## src/rtl/ex_mem_stage_skid_if.sv

```systemverilog
// EX->MEM handshake bundle: the EX-side producer fields and the MEM-side
// consumer fields of the pipeline stage, grouped into one interface.
interface ex_mem_stage_skid_if #(
    parameter int DATA_W     = 32,
    parameter int REG_ADDR_W = 5,
    parameter int WB_W       = 2,
    parameter int M_W        = 2
);
    // EX side
    logic                  in_valid_i;
    logic                  in_ready_o;
    logic [WB_W-1:0]       WB_i;
    logic [M_W-1:0]        M_i;
    logic [DATA_W-1:0]     ALU_i;
    logic [DATA_W-1:0]     WriteData_i;
    logic [REG_ADDR_W-1:0] RDaddr_i;

    // MEM side
    logic                  out_valid_o;
    logic                  out_ready_i;
    logic [WB_W-1:0]       WB_o;
    logic [M_W-1:0]        M_o;
    logic [DATA_W-1:0]     ALU_o;
    logic [DATA_W-1:0]     WriteData_o;
    logic [REG_ADDR_W-1:0] RDaddr_o;

    // Environment view: drives EX fields and MEM ready, observes the stage
    modport master (
        output in_valid_i, WB_i, M_i, ALU_i, WriteData_i, RDaddr_i, out_ready_i,
        input  in_ready_o, out_valid_o, WB_o, M_o, ALU_o, WriteData_o, RDaddr_o
    );

    // Stage view
    modport slave (
        input  in_valid_i, WB_i, M_i, ALU_i, WriteData_i, RDaddr_i, out_ready_i,
        output in_ready_o, out_valid_o, WB_o, M_o, ALU_o, WriteData_o, RDaddr_o
    );
endinterface

```

## src/rtl/ex_mem_stage_skid.sv

```systemverilog
// EX->MEM pipeline register with valid/ready handshake and a 2-entry skid
// buffer (main register drives the outputs, skid absorbs one extra entry so
// in_ready_o never depends combinationally on out_ready_i). Also keeps a
// saturating count of cycles where MEM stalls a valid entry.
module ex_mem_stage_skid #(
    parameter int DATA_W     = 32,
    parameter int REG_ADDR_W = 5,
    parameter int WB_W       = 2,
    parameter int M_W        = 2,
    parameter int CNT_W      = 16
) (
    input  logic              clk_i,
    input  logic              rst_i,
    input  logic              flush_i,
    ex_mem_stage_skid_if.slave bus,
    output logic [CNT_W-1:0]  stall_cnt_o
);

    typedef struct packed {
        logic [WB_W-1:0]       wb;
        logic [M_W-1:0]        m;
        logic [DATA_W-1:0]     alu;
        logic [DATA_W-1:0]     wdata;
        logic [REG_ADDR_W-1:0] rd;
    } entry_t;

    typedef enum logic [1:0] {
        EMPTY = 2'd0,
        ONE   = 2'd1,
        TWO   = 2'd2
    } state_t;

    localparam logic [CNT_W-1:0] CNT_MAX = {CNT_W{1'b1}};

    state_t     state_q, state_d;
    entry_t     main_q, skid_q, in_entry;
    logic       accept, pop;
    logic       load_main_in, load_main_skid, load_skid;

    assign in_entry = '{wb: bus.WB_i, m: bus.M_i, alu: bus.ALU_i,
                        wdata: bus.WriteData_i, rd: bus.RDaddr_i};

    // During reset the stage advertises ready but shows nothing and takes nothing
    assign bus.in_ready_o  = rst_i || (state_q != TWO);
    assign bus.out_valid_o = !rst_i && (state_q != EMPTY);
    assign accept          = bus.in_valid_i && bus.in_ready_o && !rst_i;
    assign pop             = bus.out_valid_o && bus.out_ready_i;

    // Next-state and register-load decisions; flush overrides everything
    always_comb begin
        state_d        = state_q;
        load_main_in   = 1'b0;
        load_main_skid = 1'b0;
        load_skid      = 1'b0;
        case (state_q)
            EMPTY: begin
                if (accept) begin
                    state_d      = ONE;
                    load_main_in = 1'b1;
                end
            end
            ONE: begin
                if (accept && !pop) begin
                    state_d   = TWO;
                    load_skid = 1'b1;
                end else if (accept && pop) begin
                    load_main_in = 1'b1;
                end else if (pop) begin
                    state_d = EMPTY;
                end
            end
            TWO: begin
                if (pop) begin
                    state_d        = ONE;
                    load_main_skid = 1'b1;
                end
            end
            default: state_d = EMPTY;
        endcase
        if (flush_i) begin
            state_d        = EMPTY;
            load_main_in   = 1'b0;
            load_main_skid = 1'b0;
            load_skid      = 1'b0;
        end
    end

    // Occupancy state register
    always_ff @(posedge clk_i) begin
        if (rst_i) state_q <= EMPTY;
        else       state_q <= state_d;
    end

    // Main and skid data registers; flush leaves their contents untouched
    always_ff @(posedge clk_i) begin
        if (rst_i) begin
            main_q <= '0;
            skid_q <= '0;
        end else begin
            if (load_main_in)        main_q <= in_entry;
            else if (load_main_skid) main_q <= skid_q;
            if (load_skid)           skid_q <= in_entry;
        end
    end

    // Saturating stall-cycle counter; only reset clears it
    always_ff @(posedge clk_i) begin
        if (rst_i)
            stall_cnt_o <= '0;
        else if (bus.out_valid_o && !bus.out_ready_i && !flush_i && stall_cnt_o != CNT_MAX)
            stall_cnt_o <= stall_cnt_o + 1'b1;
    end

    // Control bundles are gated so a bubble never writes memory or registers
    assign bus.WB_o        = bus.out_valid_o ? main_q.wb : '0;
    assign bus.M_o         = bus.out_valid_o ? main_q.m  : '0;
    assign bus.ALU_o       = main_q.alu;
    assign bus.WriteData_o = main_q.wdata;
    assign bus.RDaddr_o    = main_q.rd;

endmodule

```

## src/flat_wrapper.sv

```systemverilog
// flat-port wrapper written by rule: the top's interface ports become plain ports
module ex_mem_stage_skid_flat 
#(
    parameter int DATA_W     = 32,
    parameter int REG_ADDR_W = 5,
    parameter int WB_W       = 2,
    parameter int M_W        = 2,
    parameter int CNT_W      = 16
)
  (clk_i, rst_i, flush_i, stall_cnt_o, bus_in_valid_i, bus_WB_i, bus_M_i, bus_ALU_i, bus_WriteData_i, bus_RDaddr_i, bus_out_ready_i, bus_in_ready_o, bus_out_valid_o, bus_WB_o, bus_M_o, bus_ALU_o, bus_WriteData_o, bus_RDaddr_o);
  ex_mem_stage_skid_if #(.DATA_W(DATA_W), .REG_ADDR_W(REG_ADDR_W), .WB_W(WB_W), .M_W(M_W)) bus_i ();
  input  logic clk_i;
  input  logic rst_i;
  input  logic flush_i;
  output logic [CNT_W-1:0] stall_cnt_o;
  input wire logic [$bits(bus_i.in_valid_i)-1:0] bus_in_valid_i;
  input wire logic [$bits(bus_i.WB_i)-1:0] bus_WB_i;
  input wire logic [$bits(bus_i.M_i)-1:0] bus_M_i;
  input wire logic [$bits(bus_i.ALU_i)-1:0] bus_ALU_i;
  input wire logic [$bits(bus_i.WriteData_i)-1:0] bus_WriteData_i;
  input wire logic [$bits(bus_i.RDaddr_i)-1:0] bus_RDaddr_i;
  input wire logic [$bits(bus_i.out_ready_i)-1:0] bus_out_ready_i;
  output wire logic [$bits(bus_i.in_ready_o)-1:0] bus_in_ready_o;
  output wire logic [$bits(bus_i.out_valid_o)-1:0] bus_out_valid_o;
  output wire logic [$bits(bus_i.WB_o)-1:0] bus_WB_o;
  output wire logic [$bits(bus_i.M_o)-1:0] bus_M_o;
  output wire logic [$bits(bus_i.ALU_o)-1:0] bus_ALU_o;
  output wire logic [$bits(bus_i.WriteData_o)-1:0] bus_WriteData_o;
  output wire logic [$bits(bus_i.RDaddr_o)-1:0] bus_RDaddr_o;
  assign bus_i.in_valid_i = bus_in_valid_i;
  assign bus_i.WB_i = bus_WB_i;
  assign bus_i.M_i = bus_M_i;
  assign bus_i.ALU_i = bus_ALU_i;
  assign bus_i.WriteData_i = bus_WriteData_i;
  assign bus_i.RDaddr_i = bus_RDaddr_i;
  assign bus_i.out_ready_i = bus_out_ready_i;
  assign bus_in_ready_o = bus_i.in_ready_o;
  assign bus_out_valid_o = bus_i.out_valid_o;
  assign bus_WB_o = bus_i.WB_o;
  assign bus_M_o = bus_i.M_o;
  assign bus_ALU_o = bus_i.ALU_o;
  assign bus_WriteData_o = bus_i.WriteData_o;
  assign bus_RDaddr_o = bus_i.RDaddr_o;
  ex_mem_stage_skid #(.DATA_W(DATA_W), .REG_ADDR_W(REG_ADDR_W), .WB_W(WB_W), .M_W(M_W), .CNT_W(CNT_W)) u_core (.clk_i(clk_i), .rst_i(rst_i), .flush_i(flush_i), .bus(bus_i), .stall_cnt_o(stall_cnt_o));
endmodule
```

## config.mk

```make
export PLATFORM = sky130hd
export DESIGN_NAME = ex_mem_stage_skid_flat
export DESIGN_NICKNAME = d
export VERILOG_FILES = /design/src/rtl/ex_mem_stage_skid_if.sv /design/src/rtl/ex_mem_stage_skid.sv /design/src/flat_wrapper.sv
export SDC_FILE = /design/constraint.sdc
export NUM_CORES = 1
export LEC_CHECK = 0
export ABC_AREA = 1
export ABC_CLOCK_PERIOD_IN_PS = 1950
export BUFFER_PORTS_ARGS = -buffer_cell sky130_fd_sc_hd__buf_2
export CAP_MARGIN = 20
export CORE_MARGIN = 2
export CORE_UTILIZATION = 38
export CTS_CLUSTER_DIAMETER = 50
export DETAILED_ROUTE_END_ITERATION = 12
export PLACE_DENSITY = 0.7
export SYNTH_ARGS = -nofsm -noshare
export SYNTH_HDL_FRONTEND = slang
export SYNTH_SLANG_ARGS = --single-unit
```

## constraint.sdc

```tcl
create_clock -name clk_i -period 1.95 [get_ports clk_i]
set_input_delay 0.195 -clock clk_i [delete_from_list [all_inputs] [get_ports clk_i]]
set_output_delay 0.195 -clock clk_i [all_outputs]
set_load 0.005 [all_outputs]
```

==> flow_results.org, run 1 <==
** Yosys
- Among all cell types in the netlist, the one instantiated most often is sky130_fd_sc_hd__nand3_1.
- The largest total area in the synthesized netlist belongs to sky130_fd_sc_hd__dfxtp_1.
- By count the netlist is led by sky130_fd_sc_hd__nand3_1, sky130_fd_sc_hd__nand2_1, sky130_fd_sc_hd__dfxtp_1.
- After synthesis the cells add up to 0.00804 mm2.
- Net Count, Synth :: 1225
- Proportion of synthesized chip area in sequential cells :: between 40% and 50%
- Distinct cell type count of the synthesized netlist :: 24
- For this run, the leading register cell type out of synthesis is sky130_fd_sc_hd__dfxtp_1.
- After synthesis, the mean cell area works out to 7.02 um2.
- Number of register bits inferred by synthesis :: around 160
- Synthesized netlist cell count :: between 1000 and 1500
- Ys Warns :: 0
- Yosys top cell area share :: just over 40%
- EDFF count, synth :: 0
- Sorting the synthesized cells by area gives the leading types as sky130_fd_sc_hd__dfxtp_1, sky130_fd_sc_hd__nand3_1, sky130_fd_sc_hd__a21oi_1.
- Asr flop ratio synth :: 0%

** Pwr
- Peak ir drop on the vdd network :: between 500 and 600 uV
- Summed over all cells, the static leakage comes to 3.75 nW.
- Power density over cell area :: 829 mW/mm2

** Clocking
- TritonCTS created 17 clock buffers.
- In this run, post-CTS hold repair placed 0 buffers.
- Htree depth :: 4
- The clock reaches the later pin of the worst-skew pair after ~0.42 ns.
- The cell sitting at the root of the clock tree is a sky130_fd_sc_hd__clkbuf_16.
- TritonCTS clock tree :: yes
- Clock-pin slew was measured on the worst setup and hold paths at approximately 0.06 ns.
- In this run the deepest clock path goes through 2 buffers.
- Number of sinks on the clock net :: 164

** Detailed routing
- The routed layout has 7542 vias.
- First-pass DRT Iterations :: 5
- Sum of routed wire length over all layers :: roughly 21 mm
- Once detail routing completed, the nets flagged for antenna violations numbered 0.
- Iteration-0 DRC count of the detailed router :: 385
- Detailed-route vias per instance :: between 5 and 6
- DR DRC count :: 0
- Dividing the detail-routed wire length by the instance count gives around 14 um.

** Timing
- Setup violations remaining at the end of the flow were counted as 0.
- At the pin with the least slew margin, the transition time is roughly 0.8 ns.
- Final clock period utilization by the worst path :: ~87%
- Setup repair after global routing missed its margin :: false
- Final worst path period need :: between 1.5 and 2 ns
- Max Transition Viols Final :: 0
- Derived from the worst setup path, the maximum achievable clock frequency is 587 MHz.
- The final count of hold timing violations is 0.
- Tightest slew margin relative to the limit :: between 40% and 50%
- For the final routed database, the setup TNS stands at 0 ns.
- Clock skew :: just over 0.01 ns
- Hold timing on the final database bottoms out at a slack of roughly 0.056 ns.

** Min path
- The worst hold path belongs to the class input pin to flip-flop.

** Finish
- With fillers left out, the area of the finished cells amounts to 0.00920 mm2.
- Relative to the synthesized area, the layout overhead comes to 14.4%.
- Final core occ :: between 40% and 50%
- The finished layout holds 1490 standard cells, fillers aside.
- Layout cells sized above 1 :: between 10% and 20%
- After the last flow step, the layout net total stands at 1279.

** Floorplanning
- The core region is around 0.021 mm2.
- Die Ht :: between 100 and 150 um
- The die covers around 0.022 mm2.
- Initial Utilization :: 38.5%
- Ports :: about 170
- Die width :: between 100 and 150 um
- The floorplan has 53 rows.

** Global route
- Overall fraction of global-route tracks in use :: 18.9%
- Vias in the first global route :: roughly 6600
- GRT overflow :: 0
- The first global-routing pass estimated 34.1 mm of wire.
- The initial antenna violation count was 5.
- Entering global routing, the biggest net connects roughly 150 pins.

** Worst setup path
- Buffers & Inverters on Critical Path :: 2
- Largest delay contributor family on the critical path :: flip-flops
- Worst path max stage delay :: roughly 0.45 ns
- Worst setup path class :: flip-flop to output pin
- Data on the critical path arrives at its endpoint at 1.51 ns.
- Critical Path Sink Type :: output pin
- STA classifies the critical path startpoint as a flip-flop.
- Cell Chain, Critical Path :: nor2_2 -> nor2_4 -> inv_1 -> nor2_1 -> buf_2
- The slowest stage of the critical path is the sky130_fd_sc_hd__dfxtp_1 cell.
- At the worst endpoint, the required time is 1.75 ns.
- CP Max Fanout :: 5

** Place
- Once placement completed, the tool counted placed cells totaling 1456.
- Area after DPL :: around 0.0085 mm2
- Placer Congestion :: between 0.8 and 0.9
- Quantity of I/O buffers inserted on ports :: between 150 and 200
- Once detailed placement completed, the half-perimeter wirelength came to ~13 mm.

** Job
- The tool flagged a number of max-cap violations equal to 0.

** Outcome
- The run finished with clean final reports.
[through the flow]
step	power, mW	setup slack, ns
2_1_floorplan	3.83	0.332
3_3_place_gp	4.00	0.321
3_5_place_dp	4.00	0.213
4_1_cts	7.72	0.189
5_1_grt	7.90	0.0591
6_report	7.63	0.247
[state kept, by name, summed over array words and instances, names as in the netlist]
signal,cells
u_core.main_q,4
u_core.bus.RDaddr_o,5
u_core.stall_cnt_o,16
u_core.state_q,2
u_core.bus.ALU_o,32
u_core.skid_q,73
u_core.bus.WriteData_o,32
[logic make-up (layout without fill, tap and decap cells)]
family / Yosys count / count (layout) / share of synthesized area [%]
AO/OA/AOI/OAI: 167 / 167 / 10.5
XOR/XNOR: 7 / 7 / 0.762
adder cells (fa/ha/maj): 1 / 1 / 0.156
buffers and inverters: 251 / 318 / 16.4
flip-flops: 164 / 164 / 40.8
other: 0 / 2 / 0
AND/OR/NAND/NOR: 556 / 556 / 31.4
[power by group]
group | total [mW] | switching [mW] | leakage (nW) | internal [mW]
Combinational | 0.487 | 0.303 | 2.11 | 0.184
Clock | 3.70 | 1.39 | 0.321 | 2.31
Sequential | 3.44 | 0.0291 | 1.33 | 3.41
[worst paths after layout]
check	cells after the start	startpoint	slack, ns	to
worst max-delay path	5	u_core.state_q[0]	0.25	bus_WB_o[1]
worst min-delay path	3	bus_RDaddr_i[1]	0.06	u_core.skid_q[1]
worst max register to register	8	u_core.state_q[0]	0.25	u_core.bus.ALU_o[25]
worst min register to register	2	u_core.skid_q[15]	0.46	u_core.skid_q[15]
[what timing repair did]
item,4_1_cts,5_1_grt
buffers inserted,0,0
gates resized for setup,0,1
endpoints found under the setup margin,0,1
endpoints found under the hold margin,0,0
[worst reg2reg max path, cell delays in order, from the launching register on]
cell and delay (ns):
sky130_fd_sc_hd__dfxtp_1 0.37, sky130_fd_sc_hd__nor2_2 0.19, sky130_fd_sc_hd__nor2_4 0.06, sky130_fd_sc_hd__nand2_2 0.08, sky130_fd_sc_hd__inv_2 0.06, sky130_fd_sc_hd__nand2_2 0.06, sky130_fd_sc_hd__buf_4 0.46, sky130_fd_sc_hd__nand3_1 0.18
sky130_fd_sc_hd__a21oi_1 0.17
[cell type report]
class | instances | area (um2)
clock buffers | 19 | 443
diodes | 2 | 5.00
multi-input cells | 731 | 3450
fillers | 2175 | 11700
well taps | 275 | 344
inverters | 93 | 349
repair buffers | 193 | 1120
clock inverters | 13 | 205
flip-flops and latches | 164 | 3280
[layout by cell type (no fill, tap or decap)]
cell type,n
sky130_fd_sc_hd__a21oi_1,161
sky130_fd_sc_hd__a31oi_1,1
sky130_fd_sc_hd__buf_12,7
sky130_fd_sc_hd__buf_2,167
sky130_fd_sc_hd__buf_4,18
sky130_fd_sc_hd__buf_6,1
sky130_fd_sc_hd__bufinv_16,5
sky130_fd_sc_hd__clkbuf_1,1
sky130_fd_sc_hd__clkbuf_16,17
sky130_fd_sc_hd__clkbuf_8,1
sky130_fd_sc_hd__clkinv_2,4
sky130_fd_sc_hd__clkinv_4,3
sky130_fd_sc_hd__dfxtp_1,164
sky130_fd_sc_hd__diode_2,2
sky130_fd_sc_hd__ha_1,1
sky130_fd_sc_hd__inv_1,90
sky130_fd_sc_hd__inv_2,3
sky130_fd_sc_hd__inv_6,1
sky130_fd_sc_hd__nand2_1,206
sky130_fd_sc_hd__nand2_2,5
sky130_fd_sc_hd__nand3_1,302
sky130_fd_sc_hd__nand4_1,6
sky130_fd_sc_hd__nor2_1,28
sky130_fd_sc_hd__nor2_2,2
sky130_fd_sc_hd__nor2_4,3
sky130_fd_sc_hd__nor3_1,2
sky130_fd_sc_hd__nor3_2,2
sky130_fd_sc_hd__o21ai_0,4
sky130_fd_sc_hd__o21ai_2,1
sky130_fd_sc_hd__xnor2_1,2
sky130_fd_sc_hd__xor2_1,5
[metal layers]
| metal | vias up | routed length (um) | share of wire [%] | global-route usage [%] |
|---|---|---|---|---|
| met1 | 3481 | 9940 | 47 | 26.0 |
| met5 | - | 13 | 0.062 | 0 |
| met2 | 230 | 9460 | 45 | 29.2 |
| li1 | 3814 | - | - | - |
| met4 | 2 | 212 | 1.0 | 4.71 |
| met3 | 15 | 1500 | 7.1 | 5.30 |
No activity file was read; power rests on OpenSTA's default activity.
==> inputs of run 2 (changes only) <==
--- a/config.mk
+++ b/config.mk
@@ -14,6 +14,7 @@
 export CTS_CLUSTER_DIAMETER = 50
 export DETAILED_ROUTE_END_ITERATION = 12
 export PLACE_DENSITY = 0.7
+export REMOVE_ABC_BUFFERS = 1
 export SYNTH_ARGS = -nofsm -noshare
 export SYNTH_HDL_FRONTEND = slang
 export SYNTH_SLANG_ARGS = --single-unit
==> run 2 against run 1 <==
  * Final cell count shrank 0.13%
  * Critical path depth up 3
  * Sequential cell count did not move
  * Sequential power about the same
  * Sequential share of layout area rose by 0.22 points
  * Worst hold slack worse by 0.0020 ns
  * Register-to-register slack barely moved
  * Global-route usage grew 0.14 points
  * Total power fell by 3.9%
  * Clock power shrank 7.8%
  * Setup slack better by 0.00092 ns
  * First-iteration DRC count is 34% higher
  * Highest routed layer is now met4
==> flow_results.org, run 2 (synthesis results as in run 1) <==
** Outcome
- The flow ran to the end, and the final reports show no timing, DRC or antenna violations.

** Place
- In this run, placement finished with an instance count of roughly 1500.
- Detailed placement ended at an HPWL of between 10 and 15 mm.
- Port buffering added approximately 170 buffers.
- At the end of routability-driven placement, the weighted congestion stood at roughly 0.86.
- Prior to clock tree synthesis, the placed netlist has a worst setup slack of between 0.1 and 0.15 ns.

** Worst setup path
- The signal on the critical path passes through ha_1 -> nand2_1 -> nor2_2 -> nand2_1 -> o21ai_2 -> buf_4 -> nand2_1 -> a21oi_1.
- STA classifies the critical path startpoint as a flip-flop.
- Largest delay contributor family on the critical path :: simple AND/OR/NAND/NOR gates
- For this design, the slowest cell found on the critical path is sky130_fd_sc_hd__dfxtp_1.
- Critical Path Sink Type :: flip-flop
- Reg2Reg Launch Point :: u_core.stall_cnt_o[1]
- Tracing the worst setup path back leads to its startpoint at u_core.stall_cnt_o[1].
- The most numerous cell type found on the critical path is sky130_fd_sc_hd__nand2_1.
- The worst setup path is of the flip-flop to flip-flop kind.
- Required @ worst endpoint :: 2.29 ns
- Buffers & Inverters on Critical Path :: 1
- Data arrival at the endpoint of the critical path :: slightly above 2 ns
- CP Max Fanout :: 10
- Register-to-Register Setup Slack :: 0.25 ns
- Worst path max stage delay :: ~0.4 ns

** Detailed routing
- Sum of routed wire length over all layers :: ~21 mm
- Vias :: roughly 7500
- In the final routing, the length of wire on met1 measures 9.77 mm.
- Routed length on met2 :: 9.72 mm
- In the routed design, unresolved DRC markers number 0.
- The pre-antenna-repair detailed-routing pass consisted of 5 iterations.
- In the final routed layout, each cell accounts on average for 14.2 um.
- Signal routing reaches up to met4.
- Detailed route wirelength on metal3 :: 1.43 mm
- Final antenna-violating net count :: 0
- Detailed-route vias per instance :: about 5.1
- Iteration-0 DRC count of the detailed router :: approximately 510

** Finish
- Number of cells in the finished layout apart from fillers :: around 1500
- The register with the most flip-flops in the layout has 73 of them.
- P&R area growth vs syn :: 13.7%
- Layout cells sized above 1 :: between 10% and 20%
- Commonest cells after routing, fill and taps aside :: sky130_fd_sc_hd__nand3_1, sky130_fd_sc_hd__nand2_1, sky130_fd_sc_hd__buf_2
- In the final design database the tool counted approximately 1300 nets.
- The register with the most flip-flops in the final layout is u_core.skid_q.
- Commonest non-fill, non-tap cell in the layout :: sky130_fd_sc_hd__nand3_1

** Clocking
- Counting the buffers created by CTS gives 17.
- Insertion delay of the later-clocked pin in the worst-skew pair :: between 0.4 and 0.5 ns
- Buffers added to address setup during post-CTS repair amount to 0.
- TritonCTS built the clock tree.
- CTS saw 164 sinks.
- The tree is rooted in a sky130_fd_sc_hd__clkbuf_16.
- Htree depth :: 4
- Clock transition at the registers of the reported paths :: approximately 0.07 ns
- Max clock buf depth :: 2

** Timing
- Worst hold slack :: roughly 0.054 ns
- Maximum clock frequency :: between 500 and 600 MHz
- Post-route worst setup slack :: 0.248 ns
- Final count of negative-setup-slack endpoints :: 0
- Max Transition Viols Final :: 0
- Setup repair after global routing left no endpoint under its margin.
- Measured against its own limit, the worst slew margin works out to 60.0%.
- Final clock period utilization by the worst path :: around 87%
- For the pin with the worst max-slew slack, the measured transition is approximately 0.6 ns.
- The final count of hold timing violations was 0.
- Clock skew :: between 0.01 and 0.015 ns
- Final worst path period need :: 1.70 ns

** Floorplanning
- Initial Utilization :: roughly 38%
- Row cnt :: 53
- Die area :: approximately 0.022 mm2
- Die width :: between 100 and 150 um
- Die Ht :: 149 um
- In this run the standard cell core region covers about 0.021 mm2.
- Ports :: 169

** Min path
- Class of the tightest hold or removal check :: input pin to flip-flop
- Startpoint of the tightest hold check path :: bus_WriteData_i[5]

** Pwr
- Net Sw Frac :: between 20 and 25%
- Clock network fraction of design power :: 46.6%
- Switch Pwr :: around 1.8 mW
- Across the VDD grid, the largest voltage drop is 504 uV.
- The share of total power dissipated in sequential elements is between 40 and 50%.
- The internal portion of the total power is around 5.6 mW.
- The share of total power dissipated in combinational logic is 6.5%.
- Power density over cell area :: between 800 and 900 mW/mm2
- Leakage component of the power :: 3.72 nW

** Global route
- Overall fraction of global-route tracks in use :: roughly a fifth
- Vias in the first global route :: roughly 6900
- Summed over all layers, the global routing overflow is 0.
- Maximum number of pins on one net before global-route repair :: 105
- The initial antenna violation count came to 1.
- The first global-routing pass estimated ~34 mm of wire.

** Job
- Max-cap violations :: 0
run 2: worst paths after layout:
path / to / cells past startpoint
worst min register to register: u_core.skid_q[26] / 2
worst max-delay path: u_core.stall_cnt_o[5] / 8
worst max register to register: u_core.stall_cnt_o[5] / 8
worst min-delay path: u_core.skid_q[10] / 3
run 2: repair_timing:
item,in CTS,in global routing
hold buffers,0,0
gates resized for setup,0,1
endpoints found under the setup margin,0,16
run 2: layout make-up:
cell class / instances / area, um2
Antenna cell: 1 / 2.50
Clock buffer: 20 / 457
Clock inverter: 12 / 145
Fill cell: 2175 / 11700
Inverter: 93 / 349
Multi-Input combinational cell: 731 / 3450
Sequential cell: 164 / 3280
Tap cell: 275 / 344
Timing Repair Buffer: 192 / 1110
run 2: tightest hold or removal path, cell delays in order:
cell and delay [ns]:
sky130_fd_sc_hd__buf_2 0.11, sky130_fd_sc_hd__nand3_1 0.07, sky130_fd_sc_hd__a21oi_1 0.06
run 2: routing by layer:
layer | vias up | global-route usage [%]
met5 | - | 0
met4 | 0 | 5.24
met3 | 22 | 4.82
met2 | 229 | 30.3
met1 | 3461 | 25.5
li1 | 3816 | -
run 2: through the flow:
step | util, % | area, um2 | setup TNS (ns) | power (mW)
finish | 43.8 | 9150 | 0 | 7.33
detailed placement | 40.9 | 8540 | 0 | 3.99
global placement | 40.9 | 8540 | 0 | 3.99
CTS | 43.7 | 9140 | 0 | 7.43
floorplan | - | 7070 | -557.12 | 3.70
global route | 43.8 | 9140 | 0 | 7.64
run 2: power by group through the flow:
stage	clock network [mW]	registers, mW	logic [mW]
finish	3.41	3.44	0.478
global route	3.66	3.44	0.535
CTS	3.51	3.44	0.481
detailed placement	0	3.51	0.479
global placement	0	3.51	0.478
floorplan	0	3.51	0.181
